[config.mk]
export PLATFORM = sky130hd
export DESIGN_NAME = csr_timer_bank
export DESIGN_NICKNAME = d
export VERILOG_FILES = /design/src/rtl/csr_timer_bank.sv
export SDC_FILE = /design/constraint.sdc
export NUM_CORES = 1
export LEC_CHECK = 0
export CAP_MARGIN = 10
export CELL_PAD_IN_SITES_DETAIL_PLACEMENT = 1
export CELL_PAD_IN_SITES_GLOBAL_PLACEMENT = 2
export CORE_ASPECT_RATIO = 1.75
export CORE_MARGIN = 3
export CORE_UTILIZATION = 37
export DETAILED_ROUTE_END_ITERATION = 6
export PLACE_DENSITY_LB_ADDON = 0.1
export SYNTH_ARGS = -nofsm -noshare
export SYNTH_HDL_FRONTEND = slang
export SYNTH_SLANG_ARGS = --single-unit
[constraint.sdc]
create_clock -name clk -period 17.45 [get_ports clk]
set_input_delay 3.49 -clock clk [delete_from_list [all_inputs] [get_ports clk]]
set_output_delay 3.49 -clock clk [all_outputs]
set_load 0.05 [all_outputs]
[src/rtl/csr_timer_bank.sv]
// Bank of CSR-mapped countdown timers with per-channel prescaler, one-shot or
// periodic mode, sticky pending interrupt, plus a free-running 64-bit cycle counter.
module csr_timer_bank #(
   parameter int unsigned NUM_TIMERS = 2,
   parameter logic [13:0] CSR_BASE   = 14'h41,
   parameter logic [31:0] RST_CNT    = 32'hFFFF_FFFF
) (
   input  logic                  clk,
   input  logic                  rst,
   input  logic [13:0]           csr_num,
   input  logic                  csr_we,
   input  logic [31:0]           csr_wmask,
   input  logic [31:0]           csr_wvalue,
   output logic [31:0]           csr_rvalue,
   output logic [NUM_TIMERS-1:0] timer_irq,
   output logic [63:0]           stable_cnt
);

   localparam int unsigned DW = 32;
   localparam int unsigned AW = 14;
   localparam int unsigned PW = 3;

   typedef enum logic [1:0] {
      S_IDLE    = 2'd0,
      S_RUN     = 2'd1,
      S_EXPIRED = 2'd2
   } state_t;

   logic [DW-1:0] rd_val [NUM_TIMERS];

   for (genvar i = 0; i < int'(NUM_TIMERS); i++) begin : g_ch
      localparam logic [AW-1:0] A_CFG = CSR_BASE + AW'(3 * i);
      localparam logic [AW-1:0] A_VAL = A_CFG + AW'(1);
      localparam logic [AW-1:0] A_CLR = A_CFG + AW'(2);

      state_t        state_q, state_d;
      logic [DW-1:0] tcfg_q, tcfg_d, cnt_q, cnt_d, wnew, reload;
      logic [PW-1:0] presc_q, presc_d, presc_max;
      logic          pend_q, pend_d;
      logic          cfg_we, clr, tick, expire;

      assign cfg_we    = csr_we && (csr_num == A_CFG);
      assign clr       = csr_we && (csr_num == A_CLR) && csr_wmask[0] && csr_wvalue[0];
      assign wnew      = (csr_wmask & csr_wvalue) | (~csr_wmask & tcfg_q);
      assign reload    = {tcfg_q[DW-1:4], 4'b0000};
      assign rd_val[i] = (csr_num == A_CFG) ? tcfg_q :
                         (csr_num == A_VAL) ? cnt_q  : '0;
      assign timer_irq[i] = pend_q;

      // Channel state register
      always_ff @(posedge clk or posedge rst) begin
         if (rst) begin
            state_q <= S_IDLE;
            tcfg_q  <= '0;
            cnt_q   <= RST_CNT;
            presc_q <= '0;
            pend_q  <= 1'b0;
         end else begin
            state_q <= state_d;
            tcfg_q  <= tcfg_d;
            cnt_q   <= cnt_d;
            presc_q <= presc_d;
            pend_q  <= pend_d;
         end
      end

      // Next state: count, expire, then CSR writes override the counting path
      always_comb begin
         state_d   = state_q;
         tcfg_d    = tcfg_q;
         cnt_d     = cnt_q;
         presc_d   = presc_q;
         pend_d    = pend_q;
         tick      = 1'b0;
         expire    = 1'b0;
         presc_max = PW'(7);
         case (tcfg_q[3:2])
            2'd0:    presc_max = PW'(0);
            2'd1:    presc_max = PW'(1);
            2'd2:    presc_max = PW'(3);
            default: presc_max = PW'(7);
         endcase

         if (state_q == S_RUN) begin
            tick    = (presc_q == presc_max);
            presc_d = tick ? PW'(0) : presc_q + PW'(1);
            if (tick) begin
               if (cnt_q != '0) begin
                  cnt_d = cnt_q - DW'(1);
               end else begin
                  expire = 1'b1;
                  if (tcfg_q[1]) cnt_d   = reload;
                  else           state_d = S_EXPIRED;
               end
            end
         end

         // Set beats clear when both land on the same edge
         if (clr)    pend_d = 1'b0;
         if (expire) pend_d = 1'b1;

         if (cfg_we) begin
            tcfg_d = wnew;
            if (wnew[0]) begin
               state_d = S_RUN;
               cnt_d   = {wnew[DW-1:4], 4'b0000};
               presc_d = '0;
            end else begin
               state_d = S_IDLE;
               cnt_d   = cnt_q;
               presc_d = presc_q;
            end
         end
      end
   end

   // Only the addressed channel contributes a nonzero read value
   always_comb begin
      csr_rvalue = '0;
      for (int k = 0; k < int'(NUM_TIMERS); k++) begin
         csr_rvalue = csr_rvalue | rd_val[k];
      end
   end

   always_ff @(posedge clk or posedge rst) begin
      if (rst) stable_cnt <= '0;
      else     stable_cnt <= stable_cnt + 64'd1;
   end

endmodule

==> reports/qor.yml, run 1 <==
r2r_start: "g_ch[1].cnt_q[9]"
antenna_found_initial: 0
drive_gt1_frac: 0.139
multiInputGateArea_mm2: 0.00673
peakVddDrop_mv: 0.0617
yosysWarningCount: 0
fin_total_pwr_w: 0.00104
initial_core_util: 0.376
p_per_area_mw_per_mm2: 67.6
cp-end-kind: "output port"
critical_path_class: "in2out"
area_delta_synth_final_pct: 23.7
synth-async-reset-ratio: 1.00
p_sw_frac: 0.235
slew_headroom: 0.225
synth-edff-count: 0
gp_congestion: 0.909
wire_per_inst_um: 25.8
pre_cts_ws_ps: 6600
final_cell_mix: "178 x clkdlybuf4s50_1, 177 x nand2_1, 140 x dfrtp_1"
post_cts_buffers: 0
layout_commonest_cell: "clkdlybuf4s50_1"
vias_per_cell: 6.20
seqCellArea_mm2: 0.00518
pwr-share-comb: 0.044
min_period_ps: 10840
ys_types: 75
timing.rr.end: "g_ch[1].cnt_q[22]"
clock_path_buffers: 3
num_vias: 12100
cp_data_arrival_time_ps: 7350
synth_seq_cells: 204
pwr-share-seq: 0.458
dp_cells: 1914
ctsResizeCount: 0
placed_area_mm2: 0.0145
ioPinCount: 179
rsz0062_at_grt: "false"
fin_nets: 1623
r2r_cells: 6
hpwl_um: 36000
diodes: 0
nFillCells: 3803
status: "finished clean"
ys_seq_area_frac: 0.419
fin_ws_ps: 6610
endpoint: "csr_rvalue[28]"
cts_buffers: 24
intPower_w: 0.000792
cp-startpoint: "csr_num[9]"
grt_overflow: 0
leakage_nw: 6.25
startpoint_type: "primary input"
min_path_cells: 1
p_switching_w: 0.000243
rows: 88
setup_tns_ps: 0
maxSlewViolCount: 0
holdBufCountCts: 0
ant_nets: 0
syn_inst: 1382
drv_cap: 0
cts_tree: "done"
tightestPinTransition_ps: 1150
grt_max_degree: 84
grt_pass1_vias: 13000
insertion_delay_ps: 540
io_buffers: 178
synth_ff_type: "dfrtp_1"
synth_area_mm2: 0.0124
critPathRequiredTime_ps: 13960
instances_no_fill: 1958
cts_root_buf: "clkbuf_16"
hold_class: "reg2reg"
die_h_um: 248
post-route-period-util: 0.621
postSynthAreaPerCell_um2: 8.95
crit_fanout: 21
grt_pass1_wl_um: 77800
p_clk_frac: 0.498
drtIter0Drc: 620
ff2ff_setup_slack_ps: 13810
dieArea_mm2: 0.0357
setup_viol: 0
h-tree-depth: 1
drc: 0
synth_nets: 1470
fp.dieW_um: 144
totalWireLength_um: 50600
max_freq_mhz: 92.3
fin_skew_ps: 10.4
clkSinkCount: 204
grt_use_total: 0.281
cts.clk_slew.worst_paths_ps: 60
dr.pass1.iters: 5
core_mm2: 0.0329
hold_viol: 0
stdcell_area_mm2: 0.0153
[routing by layer]
metal | GRT usage | wire length, µm | vias to the layer above
met5 | 0 | 0 | -
met4 | 0.123 | 2390 | 0
met3 | 0.0386 | 2250 | 130
met2 | 0.512 | 26500 | 365
met1 | 0.324 | 19500 | 6242
li1 | - | - | 5411
[cell type report]
class | instances | area share
Tap cell | 405 | 0.0331
Inverter | 24 | 0.00638
Sequential cell | 204 | 0.339
Timing Repair Buffer | 207 | 0.131
Clock inverter | 9 | 0.00482
Clock buffer | 35 | 0.0466
Multi-Input combinational cell | 1074 | 0.440
[power by group through the flow]
stage	Combinational [W]	Clock (W)	Sequential, W
6_report	0.0000456	0.000516	0.000474
5_1_grt	0.0000493	0.000546	0.000474
4_1_cts	0.0000465	0.000528	0.000474
3_5_place_dp	0.0000462	0	0.000482
3_3_place_gp	0.0000457	0	0.000482
2_1_floorplan	0.0000130	0	0.000482
[cells by family after synthesis]
| group | Yosys count | synth area share |
|---|---|---|
| AND/OR/NAND/NOR | 622 | 0.258 |
| AO/OA/AOI/OAI | 320 | 0.177 |
| flip-flops | 204 | 0.419 |
| buffers and inverters | 104 | 0.0404 |
| XOR/XNOR | 68 | 0.0481 |
| multiplexers | 57 | 0.0509 |
| adder cells (fa/ha/maj) | 7 | 0.00708 |
[through the flow]
stage | hold slack (ps) | utilization
2_1_floorplan | 455 | -
3_3_place_gp | 463 | 0.441
3_5_place_dp | 470 | 0.441
4_1_cts | 478 | 0.465
5_1_grt | 495 | 0.465
6_report | 466 | 0.465
[flip-flops by register name, summed over array words and instances, names as in the netlist, named ones only]
name,flops
g_ch.cnt_q,64
g_ch.pend_q,2
g_ch.presc_q,6
g_ch.state_q,4
g_ch.tcfg_q,58
stable_cnt,64
[Yosys cell counts (8+ instances only)]
master	n	area share
nand2_1	177	0.054
dfrtp_1	140	0.28
nor2_1	129	0.039
nand3_1	88	0.036
o21ai_0	83	0.034
dfstp_2	64	0.14
xnor2_1	49	0.035
mux2_2	47	0.043
a21oi_1	44	0.018
clkbuf_1	39	0.012
nor3_1	35	0.014
a22o_1	32	0.023
a22oi_1	28	0.017
buf_2	27	0.011
nand4_1	25	0.013
nor4_1	25	0.013
inv_1	24	0.0073
nand2b_1	19	0.0096
xor2_1	19	0.013
a221o_1	18	0.015
a31oi_1	17	0.0086
or4_1	17	0.010
and3_1	16	0.0081
or3_1	16	0.0081
o21ai_1	13	0.0053
and4_1	11	0.0078
o221ai_1	11	0.0078
mux2i_1	10	0.0081
and2_1	9	0.0046
nand4b_1	8	0.0057
o211ai_1	8	0.0049
o21bai_1	8	0.0049
o311ai_0	8	0.0057
[worst max-delay path, stage by stage]
cell and delay [ps]:
clkdlybuf4s50_1 400, or4_1 730, or4_4 550, nor2_2 590, buf_4 440, a22o_1 190, a221o_1 100, clkdlybuf4s50_1 840
[how the worst min path moves through the flow]
stage / start / to / slack (ps)
floorplan: g_ch[1].cnt_q[28] / g_ch[1].cnt_q[28] / 450
global placement: stable_cnt[63] / stable_cnt[63] / 460
detailed placement: stable_cnt[63] / stable_cnt[63] / 470
CTS: stable_cnt[63] / stable_cnt[63] / 480
global route: stable_cnt[63] / stable_cnt[63] / 490
finish: stable_cnt[63] / stable_cnt[63] / 470
(Power assumes the default switching activity.)
==> run 2, diff against run 1 <==
Settings changed: CORE_UTILIZATION 37 to 31.
Clock period 17.45 ns to 9.7 ns, I/O delays scaled along.
==> reports/qor.yml, run 2 (synthesis results as in run 1) <==
status: "finished clean"  # unchanged
rows: 96  # was 88
core_mm2: 0.0393  # was 0.0329 mm²
setup_tns_ps: 0  # unchanged
h-tree-depth: 1  # unchanged
tightestPinTransition_ps: 1150  # about the same
fin_skew_ps: 10.2  # was 10.4 ps
min_path_cells: 1  # unchanged
dr.pass1.iters: 5  # unchanged
insertion_delay_ps: 540  # about the same
whs_endpoint: "stable_cnt[63]"  # unchanged
vias_per_cell: 5.81  # was 6.20
dieArea_mm2: 0.0424  # was 0.0357 mm²
timing.rr.end: "g_ch[1].cnt_q[26]"  # was g_ch[1].cnt_q[22]
num_vias: 11800  # was 12.1k
p_per_area_mw_per_mm2: 124  # was 67.6 mW/mm²
fp.dieW_um: 157  # was 144 µm
grt_use_total: 0.246  # was 0.281
layout_commonest_cell: "clkdlybuf4s50_1"  # unchanged
slowest_delay_ps: 960  # was 840 ps
rsz0062_at_grt: "false"  # unchanged
grt_pass1_wl_um: 79900  # was 77,800 µm
ant_nets: 0  # unchanged
initial_core_util: 0.315  # was 0.376
grt_max_degree: 77  # was 84
min_period_ps: 7960
crit_fanout: 21  # unchanged
grt_pass1_vias: 12600  # was 13.0k
cp-end-kind: "output port"  # unchanged
drive_gt1_frac: 0.138  # was 0.139
post-route-period-util: 0.821
setup_viol: 0  # unchanged
critPathRequiredTime_ps: 7760  # was 13,960 ps
post_cts_buffers: 0  # unchanged
die_h_um: 270  # was 248 µm
cts_buffers: 23  # was 24
cts.clk_slew.worst_paths_ps: 60  # about the same
r2r_cells: 6  # unchanged
leakage_nw: 6.26  # was 6.25 nW
nFillCells: 4526  # was 3,803
clock_path_buffers: 3  # unchanged
hold_start: "stable_cnt[63]"  # unchanged
fin_nets: 1620  # was 1,623
slew_headroom: 0.228  # was 0.225
holdBufCountCts: 0  # unchanged
max_freq_mhz: 126
totalWireLength_um: 53000  # was 50,600 µm
ff2ff_setup_slack_ps: 5700  # was 13,810 ps
startpoint_type: "primary input"  # unchanged
cp_slowest_cell: "nor4b_4"  # was clkdlybuf4s50_1
cpMostUsedCell: "clkdlybuf4s50_1"  # unchanged
seqCellArea_mm2: 0.00518  # unchanged
wire_per_inst_um: 26.0  # was 25.8 µm
drv_cap: 0  # unchanged
hold_class: "reg2reg"  # unchanged
area_delta_synth_final_pct: 25.1  # was 23.7%
drtIter0Drc: 653  # was 620
gp_congestion: 0.841  # was 0.909
maxSlewViolCount: 0  # unchanged
peakVddDrop_mv: 0.109  # was 0.0617 mV
reg_top3: "g_ch.cnt_q (64), stable_cnt (64), g_ch.tcfg_q (58)"  # unchanged
critical_path_class: "in2out"  # unchanged
io_buffers: 178  # unchanged
multiInputGateArea_mm2: 0.00673  # about the same
cts_root_buf: "clkbuf_16"  # unchanged
path_cells: "clkdlybuf4s50_1 -> or4_1 -> or4_4 -> nor4b_4 -> buf_12 -> a22o_1 -> a221o_1 -> clkdlybuf4s50_1"  # was clkdlybuf4s50_1 -> or4_1 -> or4_4 -> nor2_2 -> buf_4 -> a22o_1 -> a221o_1 -> clkdlybuf4s50_1
clkSinkCount: 204  # unchanged
final_cell_mix: "178 x clkdlybuf4s50_1, 177 x nand2_1, 140 x dfrtp_1"  # unchanged
cp_data_arrival_time_ps: 6020  # was 7350 ps
hpwl_um: 37700  # was 36,000 µm
cts_tree: "done"  # unchanged
antenna_found_initial: 1  # was 0
grt_overflow: 0  # unchanged
ioPinCount: 179  # unchanged
whs_ps: 462  # was 466 ps
r2r_start: "g_ch[1].cnt_q[9]"  # unchanged
hold_viol: 0  # unchanged
ctsResizeCount: 0  # unchanged
drc: 0  # unchanged
run 2: cell count changes in the layout (fill, tap and decap cells not counted), sizes merged:
cell / previous run / this run
clkbuf: 35 / 30
bufinv: 1 / 5
clkinv: 7 / 4
buf: 29 / 27
clkinvlp: 0 / 1
diode: 0 / 1
run 2: worst max path at each step:
stage | startpoint | end | slack, ps
finish | csr_num[9] | csr_rvalue[27] | 1740
global route | csr_num[9] | csr_rvalue[27] | 1620
CTS | csr_num[9] | csr_rvalue[27] | 1810
detailed placement | csr_num[9] | csr_rvalue[18] | 1830
global placement | csr_num[9] | csr_rvalue[18] | 1900
floorplan | rst | async pin | 2300
run 2: stage by stage:
step | power (W) | worst slack (ps) | util | instance area, µm² | std cells
2_1_floorplan | 0.000891 | 2300 | - | 12400 | 1382
3_3_place_gp | 0.000951 | 1900 | 0.373 | 14700 | 1997
3_5_place_dp | 0.000952 | 1830 | 0.373 | 14700 | 1997
4_1_cts | 0.00195 | 1810 | 0.394 | 15500 | 2038
5_1_grt | 0.00198 | 1620 | 0.394 | 15500 | 2039
6_report | 0.00192 | 1740 | 0.394 | 15500 | 2039
run 2: layout make-up:
type,count,area share
Timing Repair Buffer,205,0.131
Antenna cell,1,0.000162
Multi-Input combinational cell,1074,0.435
Inverter,24,0.00631
Clock inverter,11,0.0121
Sequential cell,204,0.335
Clock buffer,30,0.0408
Tap cell,490,0.0396
run 2: critical path, delay by kind of cell:
family | cells | cell delay [ps]
buffers and inverters | 3 | 1510
AND/OR/NAND/NOR | 3 | 2260
AO/OA/AOI/OAI | 2 | 290
run 2: power breakdown:
| part | internal (W) | switching [W] |
|---|---|---|
| Clock | 0.000592 | 0.000392 |
| Sequential | 0.000852 | 0.000000317 |
| Combinational | 0.0000362 | 0.0000467 |
run 2: routing by layer:
layer / part of all wire / global-route usage / wire length (µm) / up-vias
li1: - / - / - / 5382
met1: 0.39 / 0.283 / 20700 / 6064
met2: 0.54 / 0.458 / 28500 / 292
met3: 0.033 / 0.0274 / 1750 / 100
met4: 0.039 / 0.0915 / 2090 / 0
met5: 0 / 0 / 0 / -
==> run 3, diff against run 2 <==
Clock period 9.7 ns to 6.7 ns, I/O delays scaled along.
==> reports/qor.yml, run 3 (synthesis results as in run 1) <==
ctsResizeCount: 0  # unchanged
dr.max_layer_used: "met4"  # unchanged
peakVddDrop_mv: 0.172  # was 0.109 mV
antenna_found_initial: 0  # was 1
ant_nets: 0  # unchanged
min_period_ps: 5500
whs_ps: 472  # was 462 ps
endpoint: "csr_rvalue[14]"  # was csr_rvalue[27]
wire_per_inst_um: 26.2  # was 26.0 µm
cts_root_buf: "clkbuf_16"  # unchanged
insertion_delay_ps: 550  # was 540 ps
rsz0062_at_grt: "false"  # unchanged
post-route-period-util: 0.821
ioPinCount: 179  # unchanged
setup_tns_ps: 0  # unchanged
critical_path_class: "in2out"  # unchanged
p_switching_w: 0.000649  # was 0.000439 W
hold_start: "stable_cnt[63]"  # unchanged
nFillCells: 4546  # was 4,526
cts.clk_slew.worst_paths_ps: 60  # about the same
fin_nets: 1622  # was 1,620
pwr-share-comb: 0.044  # was 0.043
p_clk_frac: 0.512  # was 0.513
p_sw_frac: 0.233  # was 0.229
drv_cap: 0  # unchanged
num_vias: 11900  # was 11.8k
fin_skew_ps: 18.5  # was 10.2 ps
reg_top3: "g_ch.cnt_q (64), stable_cnt (64), g_ch.tcfg_q (58)"  # unchanged
die_h_um: 270  # unchanged
maxSlewViolCount: 0  # unchanged
dr.pass1.iters: 5  # unchanged
grt_max_degree: 115  # was 77
h-tree-depth: 1  # unchanged
drtIter0Drc: 627  # was 653
dieArea_mm2: 0.0424  # unchanged
fp.dieW_um: 157  # unchanged
layout_commonest_cell: "nand2_1"  # was clkdlybuf4s50_1
fin_ws_ps: 1200  # was 1740 ps
final_core_util: 0.396  # was 0.394
grt_use_total: 0.251  # was 0.246
ff2ff_setup_slack_ps: 2610  # was 5700 ps
cts_tree: "done"  # unchanged
hpwl_um: 38500  # was 37,700 µm
status: "finished clean"  # unchanged
clock_path_buffers: 3  # unchanged
final_cell_mix: "177 x nand2_1, 146 x clkdlybuf4s50_1, 140 x dfrtp_1"  # was 178 x clkdlybuf4s50_1, 177 x nand2_1, 140 x dfrtp_1
r2r_start: "g_ch[1].cnt_q[12]"  # was g_ch[1].cnt_q[9]
placed_area_mm2: 0.0147  # about the same
hold_viol: 0  # unchanged
holdBufCountCts: 0  # unchanged
rows: 96  # unchanged
timing.rr.end: "g_ch[1].cnt_q[26]"  # unchanged
clkSinkCount: 204  # unchanged
wl_met1_um: 20500  # was 20,700 µm
grt_overflow: 0  # unchanged
drc: 0  # unchanged
setup_viol: 0  # unchanged
pre_cts_ws_ps: 1210  # was 1830 ps
wl_met3_um: 2010  # was 1750 µm
hold_class: "reg2reg"  # unchanged
cp-end-kind: "output port"  # unchanged
intPower_w: 0.00213  # was 0.00148 W
max_freq_mhz: 182
gp_congestion: 0.885  # was 0.841
critPathRequiredTime_ps: 5360  # was 7760 ps
cp-startpoint: "csr_num[9]"  # unchanged
startpoint_type: "primary input"  # unchanged
io_buffers: 178  # unchanged
totalWireLength_um: 53600  # was 53,000 µm
cp_data_arrival_time_ps: 4160  # was 6020 ps
grt_pass1_wl_um: 81600  # was 79,900 µm
pwr-share-seq: 0.444  # about the same
crit_fanout: 19  # was 21
dr_wl_met2_um: 28800  # was 28,500 µm
r2r_cells: 6  # unchanged
vias_per_cell: 5.82  # was 5.81
slew_headroom: 0.236  # was 0.228
cts_buffers: 25  # was 23
area_delta_synth_final_pct: 25.7  # was 25.1%
stdcell_area_mm2: 0.0156  # was 0.0155 mm²
drive_gt1_frac: 0.160  # was 0.138
leakage_nw: 6.36  # was 6.26 nW
initial_core_util: 0.315  # unchanged
post_cts_buffers: 0  # unchanged
grt_pass1_vias: 12900  # was 12.6k
tightestPinTransition_ps: 1140  # was 1150 ps
p_per_area_mw_per_mm2: 179  # was 124 mW/mm²
core_mm2: 0.0393  # unchanged
==> run 3: cell type report <==
class / count / area (µm²) / share of cell area
diodes: 1 / 2.50 / 0.000161
inverters: 24 / 93.8 / 0.00603
clock inverters: 11 / 135 / 0.00869
flip-flops and latches: 204 / 5180 / 0.333
clock buffers: 34 / 699 / 0.0450
well taps: 490 / 613 / 0.0394
repair buffers: 205 / 2090 / 0.135
multi-input cells: 1074 / 6730 / 0.433
==> run 3: power groups by stage <==
stage | logic, W | clock network (W) | registers [W]
6_report | 0.000122 | 0.00143 | 0.00123
3_3_place_gp | 0.000123 | 0 | 0.00126
3_5_place_dp | 0.000123 | 0 | 0.00126
5_1_grt | 0.000131 | 0.00151 | 0.00123
4_1_cts | 0.000124 | 0.00147 | 0.00123
2_1_floorplan | 0.0000340 | 0 | 0.00126
==> run 3: per-stage QoR <==
step                power [W]  cells
global route          0.00287   2042
finish                0.00278   2043
floorplan             0.00129   1382
global placement      0.00138   1997
CTS                   0.00283   2042
detailed placement    0.00138   1997
==> run 3: layer usage <==
layer  track usage  vias to the layer above
li1              -                     5393
met3        0.0317                      106
met1         0.285                     6078
met2         0.465                      309
met5             0                        -
met4        0.0980                        0
==> run 3: critical path, stage by stage <==
cell	delay, ps
clkdlybuf4s50_1	390
or4_1	740
or4_4	550
nor4b_4	250
buf_4	330
a22o_1	200
a221o_1	170
buf_12	150
==> run 3: how the worst min path moves through the flow <==
stage	to	slack (ps)	depth (start not counted)
6_report	stable_cnt[63]	470	1
3_5_place_dp	stable_cnt[63]	470	1
3_3_place_gp	stable_cnt[63]	460	1
4_1_cts	stable_cnt[63]	480	1
5_1_grt	stable_cnt[55]	510	1
2_1_floorplan	g_ch[1].cnt_q[28]	450	2
